**config.mk**
```make
export PLATFORM = sky130hd
export DESIGN_NAME = decode_cycle
export DESIGN_NICKNAME = d
export VERILOG_FILES = /design/src/rtl/decode_cycle.sv
export SDC_FILE = /design/constraint.sdc
export NUM_CORES = 2
export LEC_CHECK = 0
export ABC_AREA = 0
export CAP_MARGIN = 25
export CORE_UTILIZATION = 45
export CTS_BUF_LIST = sky130_fd_sc_hd__clkbuf_8
export DETAILED_ROUTE_END_ITERATION = 10
export PLACE_DENSITY = 0.71
export REMOVE_ABC_BUFFERS = 1
export SLEW_MARGIN = 15
export SYNTH_ARGS = -nofsm -noshare
export SYNTH_HDL_FRONTEND = slang
export SYNTH_SLANG_ARGS = --single-unit
```
**constraint.sdc**
```tcl
create_clock -name clk -period 3 [get_ports clk]
set_clock_uncertainty 0.1 [all_clocks]
set_input_delay 0.45 -clock clk [delete_from_list [all_inputs] [get_ports clk]]
set_output_delay 0.45 -clock clk [all_outputs]
set_load 0.05 [all_outputs]
```
**src/rtl/decode_cycle.sv**
```systemverilog
// rtl/decode_cycle.sv - decode stage: instruction decode, register file and D/E pipeline register
// Reads are write-through so writeback and decode of a dependent instruction can share a cycle.
module decode_cycle (
  input  logic        clk,
  input  logic        rst,
  input  logic [31:0] InstrD,
  input  logic [31:0] PCD,
  input  logic [31:0] PCPlus4D,
  input  logic        RegWriteW,
  input  logic [4:0]  RDW,
  input  logic [31:0] ResultW,
  input  logic        FlushE,
  output logic        RegWriteE,
  output logic        ALUSrcE,
  output logic        MemWriteE,
  output logic        ResultSrcE,
  output logic        BranchE,
  output logic [2:0]  ALUControlE,
  output logic [31:0] RD1_E,
  output logic [31:0] RD2_E,
  output logic [31:0] Imm_Ext_E,
  output logic [31:0] PCE,
  output logic [31:0] PCPlus4E,
  output logic [4:0]  RD_E,
  output logic [4:0]  RS1_E,
  output logic [4:0]  RS2_E
);

  localparam logic [6:0] OP_LW   = 7'b0000011;
  localparam logic [6:0] OP_SW   = 7'b0100011;
  localparam logic [6:0] OP_R    = 7'b0110011;
  localparam logic [6:0] OP_IALU = 7'b0010011;
  localparam logic [6:0] OP_BEQ  = 7'b1100011;

  localparam logic [2:0] ALU_ADD = 3'b000;
  localparam logic [2:0] ALU_SUB = 3'b001;
  localparam logic [2:0] ALU_AND = 3'b010;
  localparam logic [2:0] ALU_OR  = 3'b011;
  localparam logic [2:0] ALU_SLT = 3'b101;

  logic [6:0]  opcode;
  logic [4:0]  rdD, rs1D, rs2D;
  logic [2:0]  funct3;
  logic        funct7b5;

  assign opcode   = InstrD[6:0];
  assign rdD      = InstrD[11:7];
  assign funct3   = InstrD[14:12];
  assign rs1D     = InstrD[19:15];
  assign rs2D     = InstrD[24:20];
  assign funct7b5 = InstrD[30];

  logic        regWriteD, aluSrcD, memWriteD, resultSrcD, branchD;
  logic [2:0]  aluControlD, aluFunctD;
  logic [31:0] immExtD;

  always_comb begin
    aluFunctD = ALU_ADD;
    case (funct3)
      3'b000:  aluFunctD = (opcode == OP_R && funct7b5) ? ALU_SUB : ALU_ADD;
      3'b010:  aluFunctD = ALU_SLT;
      3'b110:  aluFunctD = ALU_OR;
      3'b111:  aluFunctD = ALU_AND;
      default: aluFunctD = ALU_ADD;
    endcase
  end

  always_comb begin
    regWriteD   = 1'b0;
    aluSrcD     = 1'b0;
    memWriteD   = 1'b0;
    resultSrcD  = 1'b0;
    branchD     = 1'b0;
    aluControlD = ALU_ADD;
    immExtD     = 32'd0;
    case (opcode)
      OP_LW: begin
        regWriteD  = 1'b1;
        aluSrcD    = 1'b1;
        resultSrcD = 1'b1;
        immExtD    = {{20{InstrD[31]}}, InstrD[31:20]};
      end
      OP_SW: begin
        memWriteD = 1'b1;
        aluSrcD   = 1'b1;
        immExtD   = {{20{InstrD[31]}}, InstrD[31:25], InstrD[11:7]};
      end
      OP_R: begin
        regWriteD   = 1'b1;
        aluControlD = aluFunctD;
      end
      OP_IALU: begin
        regWriteD   = 1'b1;
        aluSrcD     = 1'b1;
        aluControlD = aluFunctD;
        immExtD     = {{20{InstrD[31]}}, InstrD[31:20]};
      end
      OP_BEQ: begin
        branchD     = 1'b1;
        aluControlD = ALU_SUB;
        immExtD     = {{20{InstrD[31]}}, InstrD[7], InstrD[30:25], InstrD[11:8], 1'b0};
      end
      default: ;
    endcase
  end

  logic [31:0] regs [32];

  always_ff @(posedge clk or negedge rst) begin
    if (!rst) begin
      for (int i = 0; i < 32; i++) regs[i] <= 32'd0;
    end else if (RegWriteW && RDW != 5'd0) begin
      regs[RDW] <= ResultW;
    end
  end

  // x0 is forced to zero on read, so the stored x0 entry is never consulted.
  logic [31:0] rd1D, rd2D;

  always_comb begin
    if (rs1D == 5'd0)                       rd1D = 32'd0;
    else if (RegWriteW && RDW == rs1D)      rd1D = ResultW;
    else                                    rd1D = regs[rs1D];
    if (rs2D == 5'd0)                       rd2D = 32'd0;
    else if (RegWriteW && RDW == rs2D)      rd2D = ResultW;
    else                                    rd2D = regs[rs2D];
  end

  always_ff @(posedge clk or negedge rst) begin
    if (!rst) begin
      RegWriteE   <= 1'b0;
      ALUSrcE     <= 1'b0;
      MemWriteE   <= 1'b0;
      ResultSrcE  <= 1'b0;
      BranchE     <= 1'b0;
      ALUControlE <= 3'b000;
      RD1_E       <= 32'd0;
      RD2_E       <= 32'd0;
      Imm_Ext_E   <= 32'd0;
      PCE         <= 32'd0;
      PCPlus4E    <= 32'd0;
      RD_E        <= 5'd0;
      RS1_E       <= 5'd0;
      RS2_E       <= 5'd0;
    end else begin
      // A flush turns the slot into a bubble; operand/index fields are harmless to keep.
      if (FlushE) begin
        RegWriteE   <= 1'b0;
        ALUSrcE     <= 1'b0;
        MemWriteE   <= 1'b0;
        ResultSrcE  <= 1'b0;
        BranchE     <= 1'b0;
        ALUControlE <= 3'b000;
      end else begin
        RegWriteE   <= regWriteD;
        ALUSrcE     <= aluSrcD;
        MemWriteE   <= memWriteD;
        ResultSrcE  <= resultSrcD;
        BranchE     <= branchD;
        ALUControlE <= aluControlD;
      end
      RD1_E     <= rd1D;
      RD2_E     <= rd2D;
      Imm_Ext_E <= immExtD;
      PCE       <= PCD;
      PCPlus4E  <= PCPlus4D;
      RD_E      <= rdD;
      RS1_E     <= rs1D;
      RS2_E     <= rs2D;
    end
  end

endmodule

```
==> After elaboration in Yosys (flattened, before gate mapping) <==
Index checks and enable logic that the tools add are counted.
{ "word_totals": {"reg_bits": 1207, "in_bits": 137} }
{ "op_classes": {"mux": 28, "n_eq_ne": 10, "reduce_logical": 13, "bitwise_logic": 3, "n_lt_le_gt_ge": 4} }
{ "ops": {"columns": ["op", "n"], "rows": [
  ["1024-bit bitwise mux", 1],
  ["32-bit binary-select mux with 5-bit select", 2],
  ["32-bit two-way mux", 9],
  ["32-bit demux with 5-bit select", 1],
  ["32-bit one-hot mux with 3 select lines", 1],
  ["6-bit greater-or-equal comparator, second input constant", 3],
  ["5-bit NOT with 6-bit output", 3],
  ["7-bit by 6-bit equality test with 1-bit output, second input constant", 2],
  ["3-bit one-hot mux with 4 select lines", 1],
  ["1-bit two-way mux", 11],
  ["5-bit equality test", 2],
  ["5-bit logical NOT", 2],
  ["7-bit by 2-bit equality test with 1-bit output, second input constant", 1],
  ["7-bit by 5-bit equality test with 1-bit output, second input constant", 1],
  ["7-bit equality test, second input constant", 1],
  ["3-bit equality test, second input constant", 2],
  ["6-bit by 1-bit < comparator with 1-bit output, second input constant", 1],
  ["3-bit one-hot mux with 2 select lines", 1],
  ["3-bit OR reduction", 2],
  ["1-bit logical AND", 5],
  ["5-bit nonzero test", 1],
  ["2-bit OR reduction", 2],
  ["3-bit by 2-bit equality test with 1-bit output, second input constant", 1],
  ["3-bit logical NOT", 1],
  ["3-bit two-way mux", 1]
]} }

==> Depth between registers and ports, before layout <==
{ "logic_depth": {"depth_word": 6, "mapped_depth": 10} }

==> Least setup slack after synthesis <==
Ideal clock, no wire load.
{ "synth_path": {"path_kind": "input port to flip-flop", "from": "input InstrD[20]", "to": "register RD2_E[26]", "stages": 7, "t_required_ps": 2774, "arrival_ps": 2067, "slack_ps": 707, "setup_ps": 126, "n_path_buf": 3, "path_cell_list": "buf_4 > buf_4 > buf_2 > mux4_2 > mux2i_1 > a21oi_1 > a221o_1"} }
{ "synth_via": {"elab_chain_cells": 6} }
{ "synth_lines": {"columns": ["item", "line", "rtl"], "rows": [
  ["start: declaration", "6", "input logic [31:0] InstrD,"],
  ["5-bit NOT with 6-bit output (implied by the code)", "126", "else rd2D = regs[rs2D];"],
  ["32-bit binary-select mux with 5-bit select", "126", null],
  ["32-bit two-way mux (implied by the code) (2 in series)", "126", null],
  ["32-bit two-way mux", "125", "else if (RegWriteW && RDW == rs2D) rd2D = ResultW;"],
  ["32-bit two-way mux (*)", "124", "if (rs2D == 5'd0) rd2D = 32'd0;"],
  ["via rd2D[26]", "118", "logic [31:0] rd1D, rd2D;"],
  ["end signal: assignment", "163", "RD2_E <= rd2D;"],
  ["end: declaration", "20", "output logic [31:0] RD2_E,"]
]} }
Mark *: on every way through the listed nets, which the timed path passes. The rest lies on a longest branch. The select of a mux whose other input is x is not followed.
A chain may end at the register's enable or synchronous reset.

==> Worst setup path after layout <==
{ "layout_path": {"from": "register RD1_E[7]", "to": "output RD1_E[7]"} }
{ "layout_lines": {"columns": ["item", "line", "rtl"], "rows": [
  ["start: declaration", "19", "output logic [31:0] RD1_E,"],
  ["start signal: assignment", "162", "RD1_E <= rd1D;"]
]} }
No word-level cell between the ends.

==> impl_metrics.env <==
export IMPL_status="completed"
export IMPL_fp_dieArea_mm2=0.135
export IMPL_avgSynthCellArea_um2=14.7
export IMPL_antenna_found_initial=6
export IMPL_fin_area_mm2=0.0725
export IMPL_dp_cells=6046
export IMPL_setup_worst_path_end_class="output port"
export IMPL_num_fill_cells=10700
export IMPL_path_buf_inv=1
export IMPL_crit_slowest_cell="clkdlybuf4s50_1"
export IMPL_rr_worst_depth=6
export IMPL_yosys_area_top_type_share_pct=49.4
export IMPL_synthTopCellsByArea="dfrtp_1 49%, mux2_2 20%, mux4_2 14%, mux2i_1 3.4%, clkbuf_1 1.4%"
export IMPL_num_io_pins=320
export IMPL_rsz0062_at_grt="no"
export IMPL_drt_pass1_iterations=5
export IMPL_holdWs_ns=0.0563
export IMPL_finalHoldViolCount=0
export IMPL_core_mm2=0.132
export IMPL_chipWidth_um=368
export IMPL_cts_clk_slew_worst_paths_ns=0.06
export IMPL_drive_above_1_share_pct=46.0
export IMPL_drc_errors=0
export IMPL_min_path_type="in -> reg"
export IMPL_tightestPinTransition_ns=0.923
export IMPL_required_ns=2.45
export IMPL_critPathMaxStageDelay_ns=0.86
export IMPL_nNetsFinal=4722
export IMPL_multi_input_area_mm2=0.0283
export IMPL_cts_tree="built"
export IMPL_r2r_end="RD2_E[0]"
export IMPL_rows=133
export IMPL_start_util_pct=45.6
export IMPL_hold_path_end="ResultSrcE"
export IMPL_ant_nets=0
export IMPL_yosys_area_top_type="dfrtp_1"
export IMPL_final_cell_mix="1,188 x dfrtp_1, 1,079 x mux2_2, 380 x mux4_2"
export IMPL_via_per_inst=6.37
export IMPL_worstHoldStart="FlushE"
export IMPL_cts_sinks=1188
export IMPL_power_density_mw_per_mm2=636
export IMPL_grt_use_total_pct=29.3
export IMPL_drtIter0Drc=4259
export IMPL_port_buffer_count=319
export IMPL_worstReg2RegStart="regs[896]"
export IMPL_cts_htree_levels=4
export IMPL_crit_path_start_kind="flop"
export IMPL_grt_pass1_wl_um=292000
export IMPL_area_growth_pct=20.4
export IMPL_cts_buffer_depth=3
export IMPL_grt_pass1_vias=42400
export IMPL_period_needed_ns=2.82
export IMPL_synth_seq_area_share_pct=49.4
export IMPL_syn_cell_area_mm2=0.0602
export IMPL_critPathMaxFanout=1
export IMPL_vias=41400
export IMPL_setup_viol=0
export IMPL_slew_violations=0
export IMPL_numCtsBuffers=201
export IMPL_synth_seq_cells=1188
export IMPL_post_cts_repair_setup_buffers=0
export IMPL_crit_family="buffers and inverters"
export IMPL_worstPathArrival_ns=2.27
export IMPL_finalNonFillerCells=6508
export IMPL_layout_commonest_cell="dfrtp_1"
export IMPL_dpl_cell_area_mm2=0.0673
export IMPL_maxCapViolations=0
export IMPL_syn_inst=4087
export IMPL_fin_crit_sh_pct=93.9
export IMPL_dp_hpwl_um=122000
export IMPL_ys_types=75
export IMPL_cts_root_buf="clkbuf_8"
export IMPL_regArea_mm2=0.0297
export IMPL_max_freq_ghz=0.355
export IMPL_power_leakage_nw=31.9
export IMPL_ys_warnings_count=0
export IMPL_reg2reg_slack_ns=0.98
export IMPL_slew_headroom_pct=38.3
export IMPL_crit_type="reg -> out"
export IMPL_grt_overflow=0
export IMPL_clock_latency_ns=0.94
export IMPL_synthArstFlopShare_pct=100
export IMPL_grt_max_degree=76
export IMPL_synth_flop_cell="dfrtp_1"
export IMPL_peakVddDrop_uv=511
export IMPL_die_y_um=368
export IMPL_cp_depth=1
export IMPL_synth_edf_count=0
export IMPL_wire_per_inst_um=30.4
export IMPL_path_cells="clkdlybuf4s50_1"
export IMPL_worstHoldPathCells=2
export IMPL_wirelength_um=198000
export IMPL_place_congestion=0.877
routing by layer:
layer	wire length, µm	vias to the layer above	track usage (%)
li1	-	16700	-
met4	8230	2	12.2
met5	11	-	0
met1	80100	22000	40.2
met3	19300	486	7.24
met2	90200	2261	44.4
where the power goes:
part           internal (mW)  switching (mW)  total [mW]
clock                   8.31            7.03        15.3
combinational           5.57            4.30        9.88
sequential              18.9            2.06        20.9
total                   32.7            13.4        46.1
timing repair:
item / CTS / global route
hold buffers: 90 / 0
hold endpoints to repair: 723 / 0
gates resized for setup: 20 / 0
setup endpoints to repair: 20 / 0
synth_stat cells (8+ instances only):
library cell	instances
dfrtp_1	1188
mux2_2	1079
mux4_2	380
clkbuf_1	225
mux2i_1	206
buf_2	89
o22ai_1	88
nor2_1	79
a21oi_1	58
buf_1	54
buf_4	52
o21ai_0	45
nor2b_1	44
a211oi_1	41
a221oi_1	40
nor3_1	37
a221o_1	33
nand2_1	33
buf_6	26
nand2b_1	22
a22oi_1	16
mux4_1	16
nor3b_1	16
nor4_1	16
o211ai_1	14
o221ai_1	13
o22a_1	11
a2111oi_0	10
and2_1	10
nand3_1	10
nand3b_1	9
inv_1	8
logic make-up (layout without fill, tap and decap cells):
kind of cell	after synthesis	count (layout)	share of synthesized area (%)
AOI/OAI and AO/OA	429	429	5.15
xor gates and xnor gates	10	10	0.145
buffers and inverters	468	1133	4.03
DFF	1188	1188	49.4
muxes	1681	1681	38.5
other	0	1	0
and+or+nand+nor	311	311	2.81
state kept, by name, summed over array words and instances, names as in the netlist:
signal / count
regs: 1024
MemWriteE: 1
RS1_E: 5
Imm_Ext_E: 13
ALUSrcE: 1
BranchE: 1
RD_E: 5
RD1_E: 32
RegWriteE: 1
RD2_E: 32
PCPlus4E: 32
RS2_E: 5
ALUControlE: 3
ResultSrcE: 1
PCE: 32
metrics by stage:
| step | total power [mW] | util, % | setup TNS (ns) | worst slack [ns] |
|---|---|---|---|---|
| 6_report | 46.1 | 54.9 | 0 | 0.182 |
| 3_3_place_gp | 30.4 | 50.9 | -0.0231 | -0.0231 |
| 2_1_floorplan | 26.8 | - | -75.85 | -3.79 |
| 5_1_grt | 48.0 | 54.9 | 0 | 0.0981 |
| 3_5_place_dp | 30.8 | 50.9 | -0.0116 | -0.0116 |
| 4_1_cts | 46.2 | 54.9 | 0 | 0.117 |
cell type report:
cell class                 count  area share (%)
clock buffer                 270            5.12
clock inverter               100           0.808
timing repair buffer         754            11.0
antenna                        1         0.00345
inverter                       9          0.0466
sequential                  1188            41.0
tap                         1755            3.03
multi-input combinational   2431            39.0
how the worst max path moves through the flow:
stage / startpoint / endpoint / slack, ns
detailed placement: RDW[1] / RD1_E[27] / -0.01
finish: RD1_E[7] / RD1_E[7] / 0.18
CTS: RD1_E[7] / RD1_E[7] / 0.12
global placement: RDW[1] / RD1_E[27] / -0.02
floorplan: Imm_Ext_E[30] / Imm_Ext_E[12] / -3.79
global route: RD1_E[7] / RD1_E[7] / 0.1
No activity file was read; power rests on OpenSTA's default activity.
